### src/rtl/tetris_renderer.sv
// tetris_renderer: turns the visible pixel stream into board/piece colours.
// Three stages: cell query, piece overlay + colour pick, RGB lookup.
module tetris_renderer #(
  parameter int unsigned ORIGIN_X   = 240,
  parameter int unsigned ORIGIN_Y   = 48,
  parameter int unsigned CELL_LOG2  = 4,
  parameter int unsigned BOARD_W    = 10,
  parameter int unsigned BOARD_H    = 12,
  parameter int unsigned BORDER_PX  = 4,
  parameter logic [23:0] BORDER_RGB = 24'hC0C0C0,
  parameter logic [23:0] GRID_RGB   = 24'h202020
) (
  input  logic        clk,
  input  logic        reset_n,
  input  logic [12:0] vis_x,
  input  logic [12:0] vis_y,
  input  logic [2:0]  hve,
  output logic [4:0]  q_x,
  output logic [4:0]  q_y,
  input  logic [3:0]  q_color,
  input  logic [2:0]  cur_shape,
  input  logic [1:0]  cur_rot,
  input  logic [4:0]  cur_x,
  input  logic [5:0]  cur_y,
  input  logic [3:0]  cur_color,
  output logic [23:0] rgb,
  output logic [2:0]  hve_o
);

  localparam logic [12:0] OX = 13'(ORIGIN_X);
  localparam logic [12:0] OY = 13'(ORIGIN_Y);
  localparam logic [12:0] BX0 = 13'(ORIGIN_X - BORDER_PX);
  localparam logic [12:0] BY0 = 13'(ORIGIN_Y - BORDER_PX);
  localparam logic [12:0] W_PX = 13'(BOARD_W << CELL_LOG2);
  localparam logic [12:0] H_PX = 13'(BOARD_H << CELL_LOG2);
  localparam logic [12:0] BW_PX =
    13'((BOARD_W << CELL_LOG2) + 2 * BORDER_PX);
  localparam logic [12:0] BH_PX =
    13'((BOARD_H << CELL_LOG2) + 2 * BORDER_PX);
  localparam logic [12:0] SUB_MAX = 13'((1 << CELL_LOG2) - 1);

  // rotation-0 piece masks, bit = row*4 + col; shape 7 aliases L
  function automatic logic [15:0] shape_mask(input logic [2:0] s);
    logic [15:0] m;
    case (s)
      3'd0:    m = 16'h00F0;
      3'd1:    m = 16'h0066;
      3'd2:    m = 16'h0027;
      3'd3:    m = 16'h0036;
      3'd4:    m = 16'h0063;
      3'd5:    m = 16'h0071;
      default: m = 16'h0074;
    endcase
    return m;
  endfunction

  function automatic logic [23:0] pal(input logic [3:0] i);
    logic [23:0] c;
    case (i)
      4'd0:    c = 24'h000000;
      4'd1:    c = 24'h00FFFF;
      4'd2:    c = 24'hFFFF00;
      4'd3:    c = 24'hA000F0;
      4'd4:    c = 24'h00F000;
      4'd5:    c = 24'hF00000;
      4'd6:    c = 24'h0000F0;
      4'd7:    c = 24'hF0A000;
      default: c = 24'h808080;
    endcase
    return c;
  endfunction

  logic [12:0] rx;
  logic [12:0] ry;
  logic [12:0] bx;
  logic [12:0] by;
  logic        in_board;
  logic        in_border;
  logic        grid;
  logic [4:0]  cell_x;
  logic [4:0]  cell_y;

  // board-relative coordinates; unsigned wrap makes left/top misses huge
  assign rx = vis_x - OX;
  assign ry = vis_y - OY;
  assign bx = vis_x - BX0;
  assign by = vis_y - BY0;
  assign in_board = (rx < W_PX) && (ry < H_PX);
  assign in_border = !in_board && (bx < BW_PX) && (by < BH_PX);
  assign grid = ((rx & SUB_MAX) == SUB_MAX) ||
                ((ry & SUB_MAX) == SUB_MAX);
  assign cell_x = 5'(rx >> CELL_LOG2);
  assign cell_y = 5'(ry >> CELL_LOG2);

  logic        in_board_1;
  logic        in_border_1;
  logic        grid_1;
  logic [2:0]  hve_1;

  // stage 1: issue the board query and carry pixel class forward
  always_ff @(posedge clk or negedge reset_n) begin
    if (!reset_n) begin
      q_x         <= 5'd31;
      q_y         <= 5'd31;
      in_board_1  <= 1'b0;
      in_border_1 <= 1'b0;
      grid_1      <= 1'b0;
      hve_1       <= '0;
    end else begin
      q_x         <= in_board ? cell_x : 5'd31;
      q_y         <= in_board ? cell_y : 5'd31;
      in_board_1  <= in_board;
      in_border_1 <= in_border;
      grid_1      <= grid;
      hve_1       <= hve;
    end
  end

  logic [2:0] snap_shape;
  logic [1:0] snap_rot;
  logic [4:0] snap_x;
  logic [5:0] snap_y;
  logic [3:0] snap_color;

  // piece snapshot refreshed only during vsync so a frame never tears
  always_ff @(posedge clk or negedge reset_n) begin
    if (!reset_n) begin
      snap_shape <= 3'd0;
      snap_rot   <= 2'd0;
      snap_x     <= 5'd3;
      snap_y     <= 6'h3D;
      snap_color <= 4'd0;
    end else if (hve[1]) begin
      snap_shape <= cur_shape;
      snap_rot   <= cur_rot;
      snap_x     <= cur_x;
      snap_y     <= cur_y;
      snap_color <= cur_color;
    end
  end

  logic [6:0]  pr;
  logic [6:0]  pc;
  logic [1:0]  sr;
  logic [1:0]  sc;
  logic [15:0] mask;
  logic        hit;
  logic [3:0]  idx;

  // overlay: map the cell into the piece box, undo rotation, test mask
  always_comb begin
    pr   = {2'b00, q_y} - {snap_y[5], snap_y};
    pc   = {2'b00, q_x} - {2'b00, snap_x};
    sr   = pr[1:0];
    sc   = pc[1:0];
    mask = shape_mask(snap_shape);
    case (snap_rot)
      2'd0: begin sr = pr[1:0];  sc = pc[1:0];  end
      2'd1: begin sr = ~pc[1:0]; sc = pr[1:0];  end
      2'd2: begin sr = ~pr[1:0]; sc = ~pc[1:0]; end
      default: begin sr = pc[1:0]; sc = ~pr[1:0]; end
    endcase
    hit = (snap_color != 4'd0) && (pr[6:2] == 5'd0) &&
          (pc[6:2] == 5'd0) && mask[{sr, sc}];
    idx = hit ? snap_color : q_color;
  end

  logic [3:0] idx_2;
  logic       in_board_2;
  logic       in_border_2;
  logic       grid_2;
  logic [2:0] hve_2;

  // stage 2: capture the resolved colour index
  always_ff @(posedge clk or negedge reset_n) begin
    if (!reset_n) begin
      idx_2       <= '0;
      in_board_2  <= 1'b0;
      in_border_2 <= 1'b0;
      grid_2      <= 1'b0;
      hve_2       <= '0;
    end else begin
      idx_2       <= idx;
      in_board_2  <= in_board_1;
      in_border_2 <= in_border_1;
      grid_2      <= grid_1;
      hve_2       <= hve_1;
    end
  end

  // stage 3: priority colour select into the output registers
  always_ff @(posedge clk or negedge reset_n) begin
    if (!reset_n) begin
      rgb   <= '0;
      hve_o <= '0;
    end else begin
      hve_o <= hve_2;
      if (!hve_2[2])
        rgb <= '0;
      else if (in_border_2)
        rgb <= BORDER_RGB;
      else if (!in_board_2)
        rgb <= '0;
      else if (idx_2 != 4'd0)
        rgb <= pal(idx_2);
      else if (grid_2)
        rgb <= GRID_RGB;
      else
        rgb <= '0;
    end
  end

endmodule

### config.mk
export PLATFORM = sky130hd
export DESIGN_NAME = tetris_renderer
export DESIGN_NICKNAME = d
export VERILOG_FILES = /design/src/rtl/tetris_renderer.sv
export SDC_FILE = /design/constraint.sdc
export NUM_CORES = 1
export LEC_CHECK = 0
export CAP_MARGIN = 20
export CORE_AREA = 3 3 97 99
export CTS_CLUSTER_DIAMETER = 100
export DETAILED_ROUTE_END_ITERATION = 8
export DIE_AREA = 0 0 100 102
export PLACE_DENSITY_LB_ADDON = 0.15
export SLEW_MARGIN = 20
export SYNTH_ARGS = -nofsm -noshare
export SYNTH_HDL_FRONTEND = slang
export SYNTH_SLANG_ARGS = --single-unit
### constraint.sdc
create_clock -name clk -period 7.65 [get_ports clk]
set_input_delay 2.295 -clock clk [delete_from_list [all_inputs] [get_ports clk]]
set_output_delay 2.295 -clock clk [all_outputs]
set_load 0.02 [all_outputs]
# --- Word-level counts from Yosys, hierarchy flattened ---
# Memory sizes are Yosys's and may differ from the RTL's.
# Cells that the tools add are included.
# Widths: inputs -> output; s select.
totals:
  mem_bits_ro: 192
  memories: 1
  ff_bits: 73
  input_bits: 55
  elab_cells: 69
op_classes:
  n_reduce_logical: 14
  bitwise: 2
  addsub: 6
  order_cmp: 5
  n_mux: 14
  eq_ne: 9
memory_table:
  columns: ["name", "words", "word_bits", "rd", "rd_ports_with_merged_regs", "wr", "line_no", "source"]
  rows:
  - ["(no name shown)", 8, 24, 1, 0, 0, "59", "case (i)"]
op_table:
  columns: ["operator", "n"]
  rows:
  - ["$mux 24", 5]
  - ["$lt 13x8->1 const B", 4]
  - ["$pmux 8 s6", 1]
  - ["$sub 13x6->13 const B", 2]
  - ["$sub 13x8->13 const B", 2]
  - ["$mux 22", 1]
  - ["$pmux 2 s3", 2]
  - ["$logic_not 5->1", 2]
  - ["$mux 5", 2]
  - ["$eq 4x4->1 const B", 2]
  - ["$reduce_bool 4->1", 2]
  - ["$sub 6x6->7", 1]
  - ["$eq 3x2->1 const B", 2]
  - ["$eq 3x3->1 const B", 2]
  - ["$logic_and 1x1->1", 6]
  - ["$sub 5x5->6", 1]
  - ["$lt 4x5->1 const B", 1]
  - ["$bmux 1 s4", 1]
  - ["$mux 4", 1]
  - ["$not 2->2", 2]
  - ["$eq 3x1->1 const B", 1]
  - ["$logic_not 3->1", 1]
  - ["$eq 2x1->1 const B", 1]
  - ["$eq 2x2->1 const B", 1]
  - ["other kinds (4)", 4]

# --- Longest topological paths before layout ---
# Gate-level depths: netlist (run 1).
logic_depth:
  word_depth: 7
  mapped_depth: 9

# --- Least setup slack after synthesis (run 1) ---
# No wires, ideal clock.
synth_timing:
  kind: "input to register"
  startpoint: "input vis_y[4]"
  endpoint: "register in_border_1"
  path_stages: 9
  setup_ns: 0.096
  t_arrival_ns: 4.143
  path_buffers: 1
  required_ns: 7.554
  setup_slack_ns: 3.412
  cell_sequence: "clkbuf_1 inv_1 ha_1 a21o_1 or3_1 xor2_1 o21ai_0 or4b_1 nor4_2"
synth_between:
  elab_chain_len: 6
  word_cells_on_any_way: 8
  classes_between: "add/sub: 2; order compare: 2; reduce/logical: 4"
synth_lines:
  columns: ["item", "line_no", "source"]
  rows:
  - ["start, declared", "16", "input logic [12:0] vis_y,"]
  - ["$sub 13x6->13", "85", "assign ry = vis_y - OY;"]
  - ["$lt 13x8->1", "88", "assign in_board = (rx < W_PX) && (ry < H_PX);"]
  - ["$logic_and 1x1->1", "88", null]
  - ["$logic_not 1->1", "89", "assign in_border = !in_board && (bx < BW_PX) && (by < BH_PX);"]
  - ["$logic_and 1x1->1", "89", null]
  - ["$logic_and 1x1->1 (*)", "89", null]
  - ["named net in_border", "78", "logic in_border;"]
  - ["end signal, assigned", "113", "in_border_1 <= in_border;"]
  - ["end, declared", "96", "logic in_border_1;"]
# The timed path passes the listed nets; every way through them passes the cells marked *.
# A chain may end at the register's enable or synchronous reset.

# --- Worst setup path after layout (run 1) ---
layout_timing:
  startpoint: "input vis_y[5]"
  endpoint: "register in_border_1"
# The elaborated chain is that of the path after synthesis.

==> qor.csv, run 1 <==
metric,value,unit
max_freq,218,MHz
die_h,102,um
setup_violations,0,
clk_path_buf_depth,2,
initial_core_util,44.5,%
cts_setup_buffers,0,
fin_skew,0.00724,ns
rows,34,
ctsRootBufferMaster,clkbuf_8,
coreArea,8640,um2
clock_latency,0.34,ns
viasPerCell,5.34,
critPathMaxFanout,12,
portBuffers,91,
wl_per_cell,14.5,um
synth_nets,466,
num_antenna_cells,0,
critPathLaunchType,primary input,
routed_wl,8.38,mm
die_w,100,um
tightest_slew,0.762,ns
synth_edf_count,0,
syn_inst,390,
yosys.area.top_type_share,30.6,%
cts.sinks,64,
cts_buffers,9,
detail-route-antenna-nets,0,
dr.pass1.iters,4,
period_needed,4.58,ns
avgSynthCellArea,9.86,um2
period_share,59.9,%
cts_tree,built,
irDropWorstVdd,0.0980,mV
cts_hold_buffers,0,
cp.required,7.87,ns
finalHoldViolCount,0,
maxSlewViolCount,0,
end_kind,flop,
ioPinCount,92,
arrival,4.81,ns
synth_common_cells,"dfrtp_1, nand2_1, inv_1",
layout.nets,541,
post-synth-top-count-cell,dfrtp_1,
grt_max_degree,65,
vias,3089,
final_util,57.4,%
grt_pass1_vias,2952,
syn_area,3840,um2
clk_pin_slew,0.07,ns
gr-total-overflow,0,
gp_congestion,0.863,
synth_top_area_cell,dfrtp_1,
power.leakage,2.07,nW
setup_tns,0,ns
grt_usage,17.2,%
grt_pass1_wl,14.1,mm
drive_gt1_share,13.0,%
die-area,10200,um2
async_reset_ff_share,100,%
drv_cap,0,
antenna_found_initial,0,
synth-seq-cells,64,
htree_levels,3,
status,"finished, final reports clean",
rsz0062_at_grt,false,
cts-resized-gates,0,
synth-warning-count,0,
ys_seq_area_share,42.2,%
power_density,165,nW/um2
drc_errors,0,
slew_headroom,49.2,%
ys_top_cells_by_area,"dfrtp_1, dfstp_2, ha_1",
criticalPathCategory,in -> reg,
synth_flop_cell,dfrtp_1,
area_growth_syn_to_layout,28.9,%
drtIter0Drc,79,
place_hpwl,6.31,mm
hold_path_class,reg -> reg,
synthDistinctLibCells,66,
per-layer routing:
metal	global-route usage [%]	wire [um]	up-vias	part of all wire, %
li1	-	-	1539	-
met1	22.3	3800	1459	45
met2	28.3	3980	80	48
met3	4.10	454	11	5.4
met4	6.01	135	0	1.6
met5	0	0	-	0
cells by family (layout without fill, tap and decap cells):
family	after synthesis	after routing	synth area share (%)
AOI/OAI and AO/OA	84	84	15.3
and+or+nand+nor	125	125	17.8
DFF	64	64	42.2
muxes	27	27	7.58
adders and majority gates	21	21	7.23
xor gates and xnor gates	14	14	3.19
buffers and inverters	55	135	6.67
worst max-delay path, stage by stage:
cell and delay, ns:
clkdlybuf4s50_1 0.61, ha_1 0.39, and3_1 0.21, nor4_1 0.18
o2111ai_1 0.21, a2111oi_4 0.64, or4b_1 0.24, nor4_2 0.04
where the power goes:
| group | internal [W] | total, W | switching, W |
|---|---|---|---|
| Sequential | 0.000355 | 0.000372 | 0.0000172 |
| Combinational | 0.0000804 | 0.000154 | 0.0000735 |
| Clock | 0.000154 | 0.000292 | 0.000138 |
cell type report:
class                           count  area, um2
Clock buffer                        9        124
Clock inverter                      7       78.8
Fill cell                         778       3680
Inverter                           26       97.6
Multi-Input combinational cell    271       1980
Sequential cell                    64       1620
Tap cell                          108        135
Timing Repair Buffer               93        921
layout by cell type, fill, tap and decap left out, drive strengths merged, types with 4 or more instances in the layout:
cell / n
clkdlybuf4s50: 90
nor2b: 12
clkbuf: 9
dfrtp: 47
ha: 19
nor3: 8
nand3: 5
nand2b: 5
xor2: 6
nand2: 30
nor4b: 5
xnor2: 8
nor4: 5
dfstp: 17
or3: 4
inv: 29
a211oi: 4
mux2i: 10
nor2: 22
nand4: 4
nand3b: 5
o21ai: 20
a21oi: 15
and3: 7
o21a: 6
mux2: 17
registers in the layout, indices dropped and copies added, names as in the netlist, 4 cells and up:
signal      flops
rgb            15
snap_y          6
q_x             5
q_y             5
snap_x          5
idx_2           4
snap_color      4
final timing paths:
kind                       cells after the start      from  slack [ns]            end
max                                            8  vis_y[5]        3.07    in_border_1
min                                            0  hve_1[0]        0.35       hve_2[0]
max reg2reg                                    9    q_x[0]        4.67       idx_2[0]
min reg2reg                                    0  hve_1[0]        0.35       hve_2[0]
max in group asynchronous                      2   reset_n        5.03      snap_x[4]
min in group asynchronous                      2   reset_n        2.10  snap_shape[0]
per-stage QoR:
stage | area [um2] | total power, W | instances | hold slack (ns) | setup slack (ns)
CTS | 4940 | 0.000828 | 578 | 0.354 | 2.82
finish | 4960 | 0.000818 | 578 | 0.350 | 3.07
global route | 4960 | 0.000865 | 578 | 0.358 | 2.83
detailed placement | 4740 | 0.000532 | 562 | 0.336 | 2.45
global placement | 4740 | 0.000528 | 562 | 0.332 | 2.53
floorplan | 3840 | 0.000472 | 390 | 0.331 | 3.41
No activity file was read; power rests on OpenSTA's default activity.
==> run 2, diff against run 1 <==
==> constraint.sdc (replaced) <==
create_clock -name clk -period 4.3 [get_ports clk]
set_input_delay 1.29 -clock clk [delete_from_list [all_inputs] [get_ports clk]]
set_output_delay 1.29 -clock clk [all_outputs]
set_load 0.02 [all_outputs]
==> run 2 against run 1 <==
First-iteration DRC count rose by 5.1%. Routed wire length fell by 0.69%. Cell count rose by 0.17%. Global-route usage rose by 0.14 points. Critical endpoint unchanged.
==> qor.csv, run 2 (synthesized netlist as in run 1, its figures left out) <==
metric,value,unit
setup_violations,0,
layout.nets,542,
cts_setup_buffers,0,
grt_pass1_wl,14.0,mm
r2r_end,idx_2[0],
viasPerCell,5.35,
period_share,81.0,%
clk_path_buf_depth,2,
regMostFlops,rgb,
routed_wl,8.32,mm
cp_num_buf_inv,2,
power_density,294,nW/um2
cp.required,4.55,ns
rr_startpoint,q_x[0],
max_freq,287,MHz
grt_pass1_vias,2961,
power.leakage,2.08,nW
rsz0062_at_grt,false,
layout.cells.most_common,clkdlybuf4s50_1,
place_hpwl,6.40,mm
busiest_layer,met2,
maxSlewViolCount,0,
grt_max_degree,34,
reg_top3,"rgb x15, snap_y x6",
instances_no_fill,579,
finalPower,0.00145,W
period_needed,3.48,ns
cts_hold_buffers,0,
hold_path_class,reg -> reg,
area_growth_syn_to_layout,28.8,%
portBuffers,91,
hold-path-endpoint,grid_2,
detail-route-antenna-nets,0,
wl_per_cell,14.4,um
fin_skew,0.00749,ns
dr.pass1.iters,4,
final_util,57.3,%
slowest_stage,clkdlybuf4s50_1,
drtIter0Drc,83,
finalHoldViolCount,0,
critPathMaxFanout,9,
ioPinCount,92,
drive_gt1_share,13.2,%
slowest_delay,0.63,ns
die_w,100,um
critPathLaunchType,primary input,
arrival,3.74,ns
grt_use_met2,27.6,%
criticalPathCategory,in -> reg,
coreArea,8640,um2
rows,34,
drv_cap,0,
ctsRootBufferMaster,clkbuf_8,
cts-resized-gates,0,
holdPathStages,0,
irDropWorstVdd,0.124,mV
vias,3097,
cts_buffers,9,
cp_top_family,simple AND/OR/NAND/NOR gates,
htree_levels,3,
use_met3,4.85,%
use_met1,22.7,%
tightest_slew,0.711,ns
rrSetupSlack,1.33,ns
cts.sinks,64,
drc_errors,0,
mostFrequentLayoutCells,"clkdlybuf4s50_1, dfrtp_1, nand2_1, inv_1, nor2_1",
cts_tree,built,
clk_pin_slew,0.08,ns
grt_usage,17.3,%
die_h,102,um
gr-total-overflow,0,
multiInputGateArea,1960,um2
clock_latency,0.34,ns
gp_congestion,0.860,
largest_reg_flops,15,
nFillCells,767,
setup_tns,0,ns
initial_core_util,44.5,%
num_antenna_cells,0,
regArea,1620,um2
worstPathCellList,clkdlybuf4s50_1 -> inv_1 -> ha_1 -> a21o_1 -> or3_1 -> xor2_1 -> o21ai_0 -> or4b_1 -> nor4_2,
end_kind,flop,
status,"finished, final reports clean",
slew_headroom,52.6,%
place_inst,563,
die-area,10200,um2
holdCritStartpoint,grid_1,
rr_worst_depth,9,
antenna_found_initial,0,
-- run 2: changes by cell type in the layout (fill, tap and decap cells not counted) --
cell,previous run,this run
a2111oi_2,0,1
a2111oi_4,1,0
buf_4,2,3
-- run 2: report_power, final --
part | internal [W] | total [W] | switching [W] | leakage, nW
combinational | 0.000143 | 0.000273 | 0.000130 | 1.21
clock | 0.000273 | 0.000520 | 0.000247 | 0.0929
sequential | 0.000632 | 0.000662 | 0.0000307 | 0.777
total | 0.00105 | 0.00145 | 0.000407 | 2.08
-- run 2: area by class of cell --
type	count	area share, %
Clock buffer	9	2.50
Timing Repair Buffer	94	18.8
Multi-Input combinational cell	271	39.7
Tap cell	108	2.73
Clock inverter	7	1.59
Inverter	26	1.97
Sequential cell	64	32.8
-- run 2: worst max path at each step --
stage,from,endpoint,slack [ns],cells after the start
floorplan,vis_y[4],in_border_1,1.07,9
global placement,vis_y[4],in_border_1,0.52,9
detailed placement,vis_y[4],in_border_1,0.46,9
CTS,vis_y[4],in_border_1,0.83,9
global route,vis_y[4],in_border_1,0.63,9
finish,vis_y[4],in_border_1,0.82,9
-- run 2: per-stage QoR --
step / area (um2) / hold slack [ns] / setup WS, ns
finish: 4950 / 0.353 / 0.816
global route: 4950 / 0.359 / 0.628
CTS: 4950 / 0.354 / 0.830
detailed placement: 4750 / 0.336 / 0.458
global placement: 4750 / 0.334 / 0.525
floorplan: 3840 / 0.331 / 1.07
-- run 2: metal layers --
metal	routed length (um)	up-vias
met1	3720	1451
met2	3910	91
met5	0	-
li1	-	1541
met3	533	14
met4	149	0
